File: config.mk
export PLATFORM = sky130hd
export DESIGN_NAME = pll_reset_sequencer
export DESIGN_NICKNAME = d
export VERILOG_FILES = /design/src/rtl/pll_reset_sequencer.sv
export SDC_FILE = /design/constraint.sdc
export NUM_CORES = 1
export LEC_CHECK = 0
export CAP_MARGIN = 20
export CORE_ASPECT_RATIO = 0.5
export CORE_MARGIN = 2
export CORE_UTILIZATION = 25
export DETAILED_ROUTE_END_ITERATION = 10
export PLACE_DENSITY = 0.53
export SLEW_MARGIN = 25
export SYNTH_ARGS = -nofsm -noshare
export SYNTH_HDL_FRONTEND = slang
export SYNTH_SLANG_ARGS = --single-unit
File: constraint.sdc
create_clock -name clock -period 2.1 [get_ports clock]
set_clock_uncertainty 0.05 [all_clocks]
set_input_delay 0.42 -clock clock [delete_from_list [all_inputs] [get_ports clock]]
set_output_delay 0.42 -clock clock [all_outputs]
set_load 0.005 [all_outputs]
File: src/rtl/pll_reset_sequencer.sv
// rtl/pll_reset_sequencer.sv - PLL lock qualifier and synchronous reset sequencer
// Turns an asynchronous PLL lock flag into a clean, synchronously released domain reset.
module pll_reset_sequencer #(
    parameter int SYNC_STAGES = 2,
    parameter int LOCK_CYCLES = 1024,
    parameter int HOLD_CYCLES = 16,
    parameter int LOSS_W      = 8
) (
    input  logic              clock,
    input  logic              reset_n,
    input  logic              pll_locked,
    input  logic              soft_rst,
    output logic              rst_out,
    output logic              ready,
    output logic              lock_lost,
    output logic [LOSS_W-1:0] loss_count
);

    localparam int MAX_CYCLES = (LOCK_CYCLES > HOLD_CYCLES) ? LOCK_CYCLES : HOLD_CYCLES;
    localparam int CNT_W      = (MAX_CYCLES > 1) ? $clog2(MAX_CYCLES) : 1;
    localparam logic [CNT_W-1:0] LOCK_LAST = CNT_W'(LOCK_CYCLES - 1);
    localparam logic [CNT_W-1:0] HOLD_LAST = CNT_W'(HOLD_CYCLES - 1);

    typedef enum logic [1:0] {
        S_WAIT_LOCK,
        S_STABILIZE,
        S_HOLD,
        S_RUN
    } state_t;

    state_t                 r_state;
    state_t                 w_next_state;
    logic [SYNC_STAGES-1:0] r_sync;
    logic [CNT_W-1:0]       r_cnt;
    logic                   w_lock_s;
    logic                   w_loss;

    // The only place pll_locked is sampled; everything else sees w_lock_s.
    always_ff @(posedge clock or negedge reset_n) begin
        if (!reset_n) begin
            r_sync <= '0;
        end else begin
            r_sync <= {r_sync[SYNC_STAGES-2:0], pll_locked};
        end
    end

    assign w_lock_s = r_sync[SYNC_STAGES-1];
    assign w_loss   = (r_state == S_RUN) && !w_lock_s;

    always_comb begin
        w_next_state = r_state;
        case (r_state)
            S_WAIT_LOCK: if (w_lock_s) w_next_state = S_STABILIZE;
            S_STABILIZE: begin
                if (!w_lock_s)               w_next_state = S_WAIT_LOCK;
                else if (r_cnt == LOCK_LAST) w_next_state = S_HOLD;
            end
            S_HOLD: begin
                if (!w_lock_s)               w_next_state = S_WAIT_LOCK;
                else if (r_cnt == HOLD_LAST) w_next_state = S_RUN;
            end
            S_RUN: begin
                if (!w_lock_s)     w_next_state = S_WAIT_LOCK;
                else if (soft_rst) w_next_state = S_HOLD;
            end
            default: w_next_state = S_WAIT_LOCK;
        endcase
    end

    // Outputs are decoded from the next state so they change on the same edge as the state.
    always_ff @(posedge clock or negedge reset_n) begin
        if (!reset_n) begin
            r_state    <= S_WAIT_LOCK;
            r_cnt      <= '0;
            rst_out    <= 1'b1;
            ready      <= 1'b0;
            lock_lost  <= 1'b0;
            loss_count <= '0;
        end else begin
            r_state <= w_next_state;
            if (w_next_state != r_state) begin
                r_cnt <= '0;
            end else if (r_state == S_STABILIZE || r_state == S_HOLD) begin
                r_cnt <= r_cnt + CNT_W'(1);
            end
            rst_out <= (w_next_state != S_RUN);
            ready   <= (w_next_state == S_RUN);
            if (w_loss) begin
                lock_lost <= 1'b1;
                if (loss_count != '1) begin
                    loss_count <= loss_count + LOSS_W'(1);
                end
            end
        end
    end

endmodule

==> metrics.log, run 1 <==
[metrics] final setup margin: 175 ps
[metrics] Initial Util: 26.9%
[metrics] post-DR wirelength/cell: 11.6 um
[metrics] CTS tree: done
[metrics] number of hold buffers added after CTS: 0
[metrics] number of DRC markers after the initial detailed-route iteration: 38
[metrics] Post-Syn Area: 1370 um^2
[metrics] setup TNS: 0 ps
[metrics] type of the worst setup path: flip-flop to flip-flop
[metrics] Synth Area per Inst: 10.6 um^2
[metrics] register area: 627 um^2
[metrics] Syn Nets: 139
[metrics] Fmax: 520 MHz
[metrics] post-synth top area share: 43.9%
[metrics] TritonCTS sink count: 25
[metrics] core region area: 5090 um^2
[metrics] setup slack after placement: 57.6 ps
[metrics] Primary FF master, synth: sky130_fd_sc_hd__dfrtp_1
[metrics] count of boundary I/O pins: 15
[metrics] Die Span X: 109 um
[metrics] initial antenna violation count: 0
[metrics] count of distinct cell types in the synthesized netlist: 40
[metrics] Final Critical Period: 1920 ps
[metrics] ratio of total power to cell area: 730 nW/um^2
[metrics] site row count: 18
[metrics] share of the yosys chip area belonging to registers: 45.8%
[metrics] leading cell type by number of instances after synthesis: sky130_fd_sc_hd__dfrtp_1
[metrics] chip height: 56.3 um
[metrics] final setup vio count: 0
[metrics] asr flop ratio synth: 100%
[metrics] Bufs on Longest Clock Path: 2
[metrics] area of the multi-input gates: 707 um^2
[metrics] run status: complete, no violations
[metrics] count of flip-flops with a built-in enable after synthesis: 0
[metrics] number of global-route vias before repair: 978
[metrics] cell types with the largest area share after synthesis: sky130_fd_sc_hd__dfrtp_1, sky130_fd_sc_hd__xor2_1, sky130_fd_sc_hd__ha_1, sky130_fd_sc_hd__xnor2_1, sky130_fd_sc_hd__nand4_1
[metrics] largest net degree at the start of global routing: 26
[metrics] final number of hold-violating endpoints: 0
[metrics] DP Wirelength: 1.95 mm
[metrics] Worst Hold Class: flip-flop to flip-flop
[metrics] area growth from synthesis to layout: 21.9%
[metrics] worst-margin pin slew: 526 ps
[metrics] Min Hold Slack: 317 ps
[metrics] Pleak: 0.000690 uW
[metrics] Final nets: 161
[metrics] post-detailed-route via-to-cell ratio: 4.48
[metrics] post-synth top area cell: sky130_fd_sc_hd__dfrtp_1
[metrics] fillers: 541
[metrics] number of buffers created by CTS: 3
[metrics] launching element type of the critical path: flip-flop
[metrics] leading cell types by count after synthesis: sky130_fd_sc_hd__dfrtp_1, sky130_fd_sc_hd__nor2_1, sky130_fd_sc_hd__nand2_1, sky130_fd_sc_hd__xor2_1, sky130_fd_sc_hd__nand4_1
[metrics] Antenna diodes: 0
[metrics] total length of routed wires: 2.55 mm
[metrics] VDD IR-drop max: 0.218 mV
[metrics] Pre-antenna DRT Iters: 4
[metrics] number of routed nets with antenna violations: 0
[metrics] Port Buffers: 14
[metrics] level count of the clock H-tree: 1
[metrics] Slew HR: 64.7%
[metrics] total DRC errors in the routed layout: 0
[metrics] clock-pin transition on the worst setup and hold timing paths: 80 ps
[metrics] Synth Warn #: 0
[metrics] final RePlAce weighted congestion: 0.760
[metrics] count of final max-slew check failures: 0
[metrics] cell count after synthesis: 129
[metrics] first-pass GRT wire length: 4.49 mm
[metrics] critical path endpoint category: flip-flop
[metrics] Yosys reg bits: 25
[metrics] critical-path maximum fanout: 6
[metrics] WP data required: 2190 ps
[metrics] Clk Tree Root Cell: sky130_fd_sc_hd__clkbuf_8
[metrics] reported max-cap violation count: 0
[metrics] die outline area: 6110 um^2
[metrics] vias post-DR: 985
[metrics] remaining global-route overflow: 0
[metrics] total routing resource utilization after global routing: 9.06%
[metrics] data arrival time at the worst-slack endpoint: 2020 ps
[metrics] fraction of final layout cells sized beyond drive strength 1: 14.0%
[metrics] share of the cycle needed by the critical path after routing: 91.7%
[metrics] RSZ-0062 raised after global routing: false
[metrics] Clk Latency, worst-skew pair: 260 ps
[through the flow]
step / power, uW / std cells / utilization (%) / instance area (um^2)
finish: 1220 / 220 / 32.7 / 1670
global route: 1310 / 220 / 32.7 / 1670
CTS: 1230 / 220 / 32.7 / 1660
global placement: 944 / 216 / 31.8 / 1620
detailed placement: 953 / 216 / 31.8 / 1620
floorplan: 826 / 129 / - / 1370
[routing by layer]
layer	share of wire [%]	vias up	global-route usage, %
met3	2.3	2	1.74
met4	0.75	0	2.75
met1	53	477	13.1
met2	44	9	13.6
met5	0	-	0
li1	-	497	-
[sequential cells by signal, summed over array words and instances, names as in the netlist]
register,count
ready,1
lock_lost,1
r_cnt,10
r_state,2
rst_out,1
loss_count,8
r_sync,2
[cells by family (layout without fill, tap and decap cells)]
logic type	Yosys count	count (layout)	share of synthesized area [%]
buffers and inverters	7	28	2.65
and+or+nand+nor	56	56	23.3
xor gates and xnor gates	16	16	10.2
AOI/OAI and AO/OA	17	17	10.9
muxes	2	2	1.56
adders and majority gates	6	6	5.49
DFF	25	25	45.8
[area by class of cell]
cell class / instances / area share, %
clock buffers: 4 / 2.70
well taps: 70 / 5.26
flip-flops and latches: 25 / 37.6
repair buffers: 20 / 11.1
inverters: 4 / 0.901
multi-input cells: 97 / 42.4
[worst max-delay path: stages, from the launching register on]
cell and delay, ps:
sky130_fd_sc_hd__dfrtp_1 430, sky130_fd_sc_hd__ha_1 280, sky130_fd_sc_hd__nor2b_1 170, sky130_fd_sc_hd__o21a_1 170, sky130_fd_sc_hd__o32a_1 320, sky130_fd_sc_hd__o211ai_2 290
sky130_fd_sc_hd__nor2_1 90
[final timing paths]
path                                 start        end  slack (ps)  cells past startpoint
worst max-delay path            r_state[0]   r_cnt[2]         180                      6
worst min-delay path             r_sync[0]  r_sync[1]         320                      0
worst max register to register  r_state[0]   r_cnt[2]         180                      6
worst min register to register   r_sync[0]  r_sync[1]         320                      0
max in group asynchronous          reset_n    rst_out        1250                      2
min in group asynchronous          reset_n   r_cnt[4]         460                      2
[what timing repair did]
action | in CTS | in global routing
setup buffers | 0 | 0
resized for setup | 0 | 1
endpoints found under the setup margin | 0 | 9
[placed cells by master, fill, tap and decap left out, types with 3 or more instances in the layout]
master / instances
sky130_fd_sc_hd__ha_1: 5
sky130_fd_sc_hd__dfrtp_1: 24
sky130_fd_sc_hd__nor2_1: 13
sky130_fd_sc_hd__and3_1: 3
sky130_fd_sc_hd__clkbuf_8: 3
sky130_fd_sc_hd__nand2_1: 11
sky130_fd_sc_hd__inv_1: 4
sky130_fd_sc_hd__buf_4: 6
sky130_fd_sc_hd__nand2b_1: 4
sky130_fd_sc_hd__xnor2_1: 6
sky130_fd_sc_hd__xor2_1: 10
sky130_fd_sc_hd__nand4_1: 8
sky130_fd_sc_hd__clkdlybuf4s50_1: 14
sky130_fd_sc_hd__nand3_1: 4
[report_power, final]
group | internal (uW) | switching [uW] | total [uW]
Clock | 135 | 137 | 272
Combinational | 169 | 221 | 391
Sequential | 517 | 37.4 | 554
(Power assumes the default switching activity.)
==> run 2, diff against run 1 <==
Settings changed: PLACE_DENSITY 0.53 to unset.
==> run 2 against run 1 <==
Sequential power about the same. Worst setup slack improved by 0.53 ps. Utilization down 0.098 points. Global-route usage shrank 0.24 points. Critical path type unchanged. Maximum frequency barely moved. Sequential share of layout area grew 0.26 points.
==> metrics.log, run 2 (synthesized netlist as in run 1, its figures left out) <==
[metrics] critical path endpoint category: flip-flop (unchanged)
[metrics] Final nets: 159 (was 161)
[metrics] final cell count without fillers: 218 (was 220)
[metrics] Min Hold Slack: 305 ps (was 317 ps)
[metrics] run status: complete, no violations (unchanged)
[metrics] Bufs on Longest Clock Path: 2 (unchanged)
[metrics] fraction of final layout cells sized beyond drive strength 1: 14.2% (was 14.0%)
[metrics] count of final max-slew check failures: 0 (unchanged)
[metrics] DP Wirelength: 1.89 mm (was 1.95 mm)
[metrics] Clock Power Share: 23.5% (was 22.4%)
[metrics] type of the worst setup path: flip-flop to flip-flop (unchanged)
[metrics] initial antenna violation count: 0 (unchanged)
[metrics] CTS tree: done (unchanged)
[metrics] largest net degree at the start of global routing: 26 (unchanged)
[metrics] post-DR wirelength/cell: 11.3 um (was 11.6 um)
[metrics] VDD IR-drop max: 0.218 mV (about the same)
[metrics] clock-pin transition on the worst setup and hold timing paths: 90 ps (was 80 ps)
[metrics] RSZ-0062 raised after global routing: false (unchanged)
[metrics] Port Buffers: 14 (unchanged)
[metrics] area of the multi-input gates: 713 um^2 (was 707 um^2)
[metrics] Die Span X: 109 um (unchanged)
[metrics] total routing resource utilization after global routing: 8.82% (was 9.06%)
[metrics] Final Critical Period: 1920 ps (about the same)
[metrics] WP data required: 2260 ps (was 2190 ps)
[metrics] placed cells: 214 (was 216)
[metrics] post-route core utilization: 32.6% (was 32.7%)
[metrics] worst-margin pin slew: 536 ps (was 526 ps)
[metrics] Worst Hold Class: flip-flop to flip-flop (unchanged)
[metrics] commonest cells after routing, fill and taps aside: sky130_fd_sc_hd__dfrtp_1, sky130_fd_sc_hd__clkdlybuf4s50_1, sky130_fd_sc_hd__nor2_1 (unchanged)
[metrics] setup TNS: 0 ps (unchanged)
[metrics] Initial Util: 26.9% (unchanged)
[metrics] register with the most flip-flops: r_cnt (unchanged)
[metrics] core region area: 5090 um^2 (unchanged)
[metrics] Clk Latency, worst-skew pair: 270 ps (was 260 ps)
[metrics] number of flip-flops under the largest register name: 10 (unchanged)
[metrics] data arrival time at the worst-slack endpoint: 2090 ps (was 2020 ps)
[metrics] final number of hold-violating endpoints: 0 (unchanged)
[metrics] portion of total power attributed to sequential cells: 47.1% (was 45.5%)
[metrics] internal power component: 798 uW (was 821 uW)
[metrics] Clk Tree Root Cell: sky130_fd_sc_hd__clkbuf_8 (unchanged)
[metrics] CP peak stage delay: 450 ps (was 430 ps)
[metrics] ratio of total power to cell area: 710 nW/um^2 (was 730 nW/um^2)
[metrics] first-pass GRT wire length: 4.26 mm (was 4.49 mm)
[metrics] count of boundary I/O pins: 15 (unchanged)
[metrics] list of cells traversed by the critical path: inv_1, ha_1, nand2b_1, nand4b_1, nor3b_2, a21bo_1, o31a_1 (was ha_1, nor2b_1, o21a_1, o32a_1, o211ai_2, nor2_1)
[metrics] Pre-antenna DRT Iters: 4 (unchanged)
[metrics] share of the cycle needed by the critical path after routing: 91.6% (was 91.7%)
[metrics] switching share of power: 32.4% (was 32.5%)
[metrics] launching element type of the critical path: flip-flop (unchanged)
[metrics] post-route cell area: 1660 um^2 (was 1670 um^2)
[metrics] Pleak: 0.000683 uW (was 0.000690 uW)
[metrics] site row count: 18 (unchanged)
[metrics] Fmax: 520 MHz (about the same)
[metrics] level count of the clock H-tree: 1 (unchanged)
[metrics] TritonCTS sink count: 25 (unchanged)
[metrics] most common library cell in the layout ignoring fill and taps: sky130_fd_sc_hd__dfrtp_1 (unchanged)
[metrics] cell with the biggest individual delay on the critical path: sky130_fd_sc_hd__dfrtp_2 (was sky130_fd_sc_hd__dfrtp_1)
[metrics] number of global-route vias before repair: 960 (was 978)
[metrics] post-CTS setup buffer count: 0 (unchanged)
[metrics] total DRC errors in the routed layout: 0 (unchanged)
[metrics] critical-path maximum fanout: 7 (was 6)
[metrics] final setup vio count: 0 (unchanged)
[metrics] chip height: 56.3 um (unchanged)
[metrics] post-place instance area: 1600 um^2 (was 1620 um^2)
[metrics] area growth from synthesis to layout: 21.5% (was 21.9%)
[metrics] number of routed nets with antenna violations: 0 (unchanged)
[metrics] total length of routed wires: 2.46 mm (was 2.55 mm)
[metrics] die outline area: 6110 um^2 (unchanged)
[metrics] number of buffers created by CTS: 3 (unchanged)
[metrics] Slew HR: 64.0% (was 64.7%)
[metrics] number of DRC markers after the initial detailed-route iteration: 24 (was 38)
[metrics] final RePlAce weighted congestion: 0.829 (was 0.760)
[metrics] net switching power: 383 uW (was 396 uW)
[metrics] Antenna diodes: 0 (unchanged)
[metrics] registers with the highest flip-flop counts: r_cnt (10), loss_count (8) (unchanged)
[metrics] proportion of power drawn by combinational gates: 29.3% (was 32.1%)
[metrics] vias post-DR: 1003 (was 985)
[metrics] register area: 629 um^2 (was 627 um^2)
[metrics] reported max-cap violation count: 0 (unchanged)
[metrics] remaining global-route overflow: 0 (unchanged)
[metrics] post-detailed-route via-to-cell ratio: 4.60 (was 4.48)
[metrics] fillers: 527 (was 541)
==> run 2: cell count changes in the layout (fill, tap and decap cells not counted), sizes merged <==
cell,before,now
clkinv,0,1
buf,6,4
clkbuf,4,3
==> run 2: final timing paths <==
check                                 end  slack, ps  cells past startpoint  startpoint
worst max-delay path              rst_out        180                      7  r_state[0]
min in group asynchronous        r_cnt[0]        450                      2     reset_n
worst min-delay path            r_sync[1]        310                      0   r_sync[0]
max in group asynchronous         rst_out       1260                      2     reset_n
worst max register to register    rst_out        180                      7  r_state[0]
worst min register to register  r_sync[1]        310                      0   r_sync[0]
==> run 2: metal layers <==
layer | vias to the layer above | GRT usage, % | share of wire, %
li1 | 493 | - | -
met1 | 491 | 11.5 | 49
met2 | 17 | 13.9 | 46
met3 | 2 | 2.21 | 3.6
met4 | 0 | 3.66 | 1.1
met5 | - | 0 | 0
==> run 2: power by group through the flow <==
stage | combinational (uW) | sequential (uW) | clock (uW)
after CTS | 349 | 555 | 289
after global placement | 345 | 565 | 0
final | 346 | 556 | 278
after detailed placement | 347 | 565 | 0
after floorplan | 272 | 554 | 0
after global routing | 396 | 565 | 312
==> run 2: critical path: cells and delay by family, from the launching register on <==
family          cells  cell delay (ps)
simple gates        3              610
flops               1              450
compound gates      2              310
fa+ha+maj           1              290
buf+inv             1              150
==> run 2: through the flow <==
step | total power (uW) | setup slack, ps
floorplan | 826 | 328
global placement | 910 | 97.4
detailed placement | 912 | 94.5
CTS | 1190 | 122
global route | 1270 | 40.6
finish | 1180 | 176
==> run 2: timing repair <==
item | in CTS | in global routing
resized for setup | 0 | 3
hold endpoints to repair | 0 | 0
endpoints found under the setup margin | 0 | 8
hold buffers | 0 | 0
==> run 2: final cells by class <==
cell class	instances	area share, %
Multi-Input combinational cell	97	42.9
Sequential cell	25	37.9
Timing Repair Buffer	18	10.2
Tap cell	70	5.27
Clock buffer	3	2.48
Inverter	4	0.904
Clock inverter	1	0.301
==> run 3, diff against run 2 <==
Settings changed: SKIP_CTS_REPAIR_TIMING set to 1.
==> results of run 3 <==
No change in the layout: final DEF, timing and power equal those of run 2.
==> variant 1: new RTL, config.mk and constraints of run 2 <==
Register the output `loss_count` once more; this adds one clock of latency there. The other outputs are not delayed to match.
--- a/src/rtl/pll_reset_sequencer.sv
+++ b/src/rtl/pll_reset_sequencer.sv
@@ -27,6 +27,8 @@
         S_HOLD,
         S_RUN
     } state_t;
+
+    logic [LOSS_W-1:0] loss_count_s0;
 
     state_t                 r_state;
     state_t                 w_next_state;
@@ -75,7 +77,7 @@
             rst_out    <= 1'b1;
             ready      <= 1'b0;
             lock_lost  <= 1'b0;
-            loss_count <= '0;
+            loss_count_s0 <= '0;
         end else begin
             r_state <= w_next_state;
             if (w_next_state != r_state) begin
@@ -87,12 +89,16 @@
             ready   <= (w_next_state == S_RUN);
             if (w_loss) begin
                 lock_lost <= 1'b1;
-                if (loss_count != '1) begin
-                    loss_count <= loss_count + LOSS_W'(1);
+                if (loss_count_s0 != '1) begin
+                    loss_count_s0 <= loss_count_s0 + LOSS_W'(1);
                 end
             end
         end
     end
 
+    always_ff @(posedge clock) begin
+        loss_count <= loss_count_s0;
+    end
+
 endmodule
 
Behaviour: same outputs for any inputs over 10 cycles, from zero or initial values and one cycle with reset_n low; that may be too few to reach the edited logic, so the function may still have changed.
==> variant 1 against run 2 <==
Area after synthesis grew 12%. Sequential share of layout area rose by 2.4 points. Critical path type unchanged. Combinational power grew 23%. Power is 54% higher. Global-route usage up 0.79 points. Routed wire length grew 23%. Final area grew 18%. Sequential cell count is 8 higher. Worst setup slack worse by 19 ps.
==> variant 1: results (changes against run 2) <==
syn nets 145 (+4.3%); Compound-Gate Fraction of Synth Area 9.861% (-1.0 points); maximum vdd drop 0.3616 mV (+66%); Top Family by Delay on Critical Path compound AO/OA/AOI/OAI gates; peak fanout along the critical path 10 (+3); sequential area share after synthesis 51.26% (+5.4 points); hpwl dp 2.103 mm (+11%); met3 wire length 60 um (-33%); Post-Synth Adder-Cell Area 4.890% (-0.60 points); share of layout cells above drive strength 1 15.43% (+1.2 points); clk slew on worst S/H paths 50 ps (-40 ps); clock root cell clkbuf_16; LEAKAGE 0.8049 nW (+18%); multiplexer area fraction after synthesis 0.6520% (-0.90 points); slowest cell on the critical path dfrtp_1; Post-synth ARST share 75.76% (-24 points); Placed Cells 231 (+7.9%); worst relative slew slack 68.98% (+5.0 points); registers with the most flip-flops r_cnt (10), loss_count (8), loss_count_s0 (8); status complete, no violations; largest cells by area after synthesis dfrtp_1, dfxtp_1, xor2_1; NumNets Final 171 (+7.5%); vias in the first global route 1133 (+18%); first-pass GRT wire length 5.099 mm (+20%); final WL 3.024 mm (+23%); crit path DAT 2040 ps (-50 ps); met2 wire len 1.495 mm (+33%)
-- variant 1: cell count changes after synthesis, moves of 3 or more --
cell,change
nand3_1,+3
dfxtp_1,+8
nor4_1,+9
nor2_1,-9
nand4_1,-4
-- variant 1: timing repair --
action	CTS	global route
buffers inserted	0	0
resized for setup	0	1
endpoints found under the setup margin	0	10
-- variant 1: per-stage QoR --
step	hold slack [ps]	utilization, %	instance area (um^2)	setup slack (ps)
after CTS	301.2	32.52	1953	140.7
after floorplan	74.41	-	1535	244.0
final	298.3	32.52	1953	156.8
after global routing	310.4	32.52	1953	33.05
after detailed placement	289.6	30.15	1810	128.8
after global placement	285.7	30.15	1810	151.6
-- variant 1: layout make-up --
class	count	area [um^2]	share of cell area [%]
clock buffers	5	125.1	6.406
clock inverters	3	17.52	0.8969
inverters	2	7.507	0.3844
multi-input cells	97	719.4	36.84
flip-flops and latches	33	787.0	40.29
well taps	77	96.34	4.933
repair buffers	22	200.2	10.25
-- variant 1: power by group --
| part | leakage, nW | switching (mW) | total, mW | internal (mW) |
|---|---|---|---|---|
| Clock | 0.0696 | 0.255 | 0.689 | 0.433 |
| Combinational | 0.344 | 0.243 | 0.425 | 0.182 |
| Sequential | 0.391 | 0.0330 | 0.700 | 0.667 |
| Total | 0.805 | 0.531 | 1.81 | 1.28 |
-- variant 1: layer usage --
layer | vias up | global-route usage (%)
li1 | 549 | -
met1 | 556 | 11.39
met2 | 12 | 16.40
met3 | 4 | 2.352
met4 | 0 | 5.336
met5 | - | 0
-- variant 1: path summary, 6_finish.rpt --
check                                 from               end  slack (ps)  cells after the start
worst max-delay path            r_state[1]          r_cnt[4]         160                      7
worst min-delay path             r_sync[0]         r_sync[1]         300                      0
worst max register to register  r_state[1]          r_cnt[4]         160                      7
worst min register to register   r_sync[0]         r_sync[1]         300                      0
max in group asynchronous          reset_n           rst_out        1250                      2
min in group asynchronous          reset_n  loss_count_s0[4]         460                      2
-- variant 1: cells by family (layout without fill, tap and decap cells) --
logic type               Yosys count  after routing
AO/OA/AOI/OAI                     18             18
XOR/XNOR                          15             15
adder cells (fa/ha/maj)            6              6
buffers and inverters              5             32
flip-flops                        33             33
multiplexers                       1              1
AND/OR/NAND/NOR                   57             57
==> variant 2: new RTL, flow settings as in run 2 <==
Made on the original files. Set the parameter `HOLD_CYCLES` to 64 (it was 16).
--- a/src/rtl/pll_reset_sequencer.sv
+++ b/src/rtl/pll_reset_sequencer.sv
@@ -3,7 +3,7 @@
 module pll_reset_sequencer #(
     parameter int SYNC_STAGES = 2,
     parameter int LOCK_CYCLES = 1024,
-    parameter int HOLD_CYCLES = 16,
+    parameter int HOLD_CYCLES = 64,
     parameter int LOSS_W      = 8
 ) (
     input  logic              clock,
Function: no difference found for any inputs over 10 cycles, from zero or initial values and one cycle with reset_n low; that may be too few to reach the edited logic, so the function may still have changed.
==> variant 2 against run 2 <==
First-iteration DRC count grew to 3.2 times the old value. Synthesized cell count rose by 5.4%. Die area increased by 2.3%. Sequential share of layout area down 1.4 points. Clock power grew 7%. Routed wire length increased by 24%. Via count grew 9.9%. Highest routed layer unchanged. Final area grew 3.9%. Worst setup slack got worse by 54 ps. Worst hold slack better by 1.7 ps. Area after synthesis increased by 2.5%. Sequential cell count did not move. Power up 7.0%.
==> variant 2: results (changes against run 2) <==
status complete, no violations; final WL 3.053 mm (+24%); Avg WL per Cell 13.45 um (+19%); Netlist cell types 43 (+7.5%); hpwl dp 2.104 mm (+11%); H-Tree Depth 1 (unchanged); largest cells by area after synthesis dfrtp_1, xor2_1, ha_1; Routed Antenna Nets 0 (unchanged); Detailed Route Iter0 Violations 77 (+220%); GRT Total Usage 10.61% (+1.8 points); share of layout cells above drive strength 1 13.64% (-0.55 points); Setup WS pre-CTS 26.53 ps (-67.96 ps); Filler cells 571 (+8.3%); syn nets 146 (+5.0%); Mapped Cells 136 (+5.4%); initial antenna violation count 0 (unchanged); CP startpoint r_state[0]; crit path DAT 2070 ps (-20 ps); Post-synth ARST share 100.0% (unchanged); clk slew on worst S/H paths approximately 100 ps; Vias 1102 (+9.9%); NumNets Final 165 (+3.8%); Post-DP Area 0.001633 mm^2 (+1.8%); Hold/Removal Path Class reg -> reg; Worst Tran Pin Value 470.0 ps (-66.47 ps); IO buf count 14 (unchanged); most frequent cells after synthesis dfrtp_1, nand2_1, nor4_1; Placed Cells 222 (+3.7%); peak fanout along the critical path 10 (+3); first-pass GRT wire length 5.175 mm (+21%); maximum vdd drop 0.2335 mV (+7.2%); clock root cell clkbuf_8; r2r startpoint r_state[0]; ys flop type dfrtp_1; Final Instance Area 0.001727 mm^2 (+3.9%); largest net degree at the start of global routing 26 (unchanged); Critical Path Max Stage Delay 470 ps (+20 ps); Worst-Skew Late Latency between 200 and 300 ps; Placer Congestion 0.8688 (+4.8%); sequential area share after synthesis 44.73% (-1.1 points); LEAKAGE 0.6781 nW (-0.71%)
-- variant 2: what timing repair did --
action / CTS / global route
buffers inserted: 0 / 1
pin swaps: 1 / 1
setup endpoints to repair: 1 / 10
resized for setup: 1 / 6
-- variant 2: power by group --
group | leakage (nW) | switching, mW | internal, mW
Clock | 0.0217 | 0.162 | 0.135
Combinational | 0.333 | 0.240 | 0.144
Sequential | 0.323 | 0.0622 | 0.521
-- variant 2: metal layers --
metal	part of all wire, %	up-vias	global-route usage, %	wire [um]
li1	-	540	-	-
met1	51	537	14.70	1560
met2	44	23	16.04	1336
met3	4.4	2	3.543	134
met4	0.69	0	2.532	21
met5	0	-	0	0
-- variant 2: critical path, delay by kind of cell (launching register included) --
kind	cells	cell delay, ps
and+or+nand+nor	2	490
adders and majority gates	1	220
AOI/OAI and AO/OA	2	330
buffers and inverters	2	270
DFF	1	470
-- variant 2: area by class of cell --
type	count	area share, %
flip-flops and latches	25	36.45
multi-input cells	105	44.42
clock inverters	1	0.4348
clock buffers	3	2.391
well taps	73	5.290
inverters	2	0.4348
repair buffers	18	10.58
-- variant 2: final timing paths --
path                                   to  slack (ps)  cells past startpoint
min in group asynchronous        r_cnt[9]         450                      2
worst min-delay path            r_sync[1]         310                      0
worst max register to register   r_cnt[0]         120                      7
max in group asynchronous         rst_out        1260                      2
worst max-delay path             r_cnt[0]         120                      7
worst min register to register  r_sync[1]         310                      0
-- variant 2: cell families (layout without fill, tap and decap cells) --
family / after synthesis / count (layout) / synth area share (%)
flops: 25 / 25 / 44.73
buf+inv: 6 / 24 / 2.143
fa+ha+maj: 6 / 6 / 5.357
mux: 1 / 1 / 0.7143
xor+xnor: 16 / 16 / 10.00
compound gates: 16 / 16 / 9.375
simple gates: 66 / 66 / 27.68
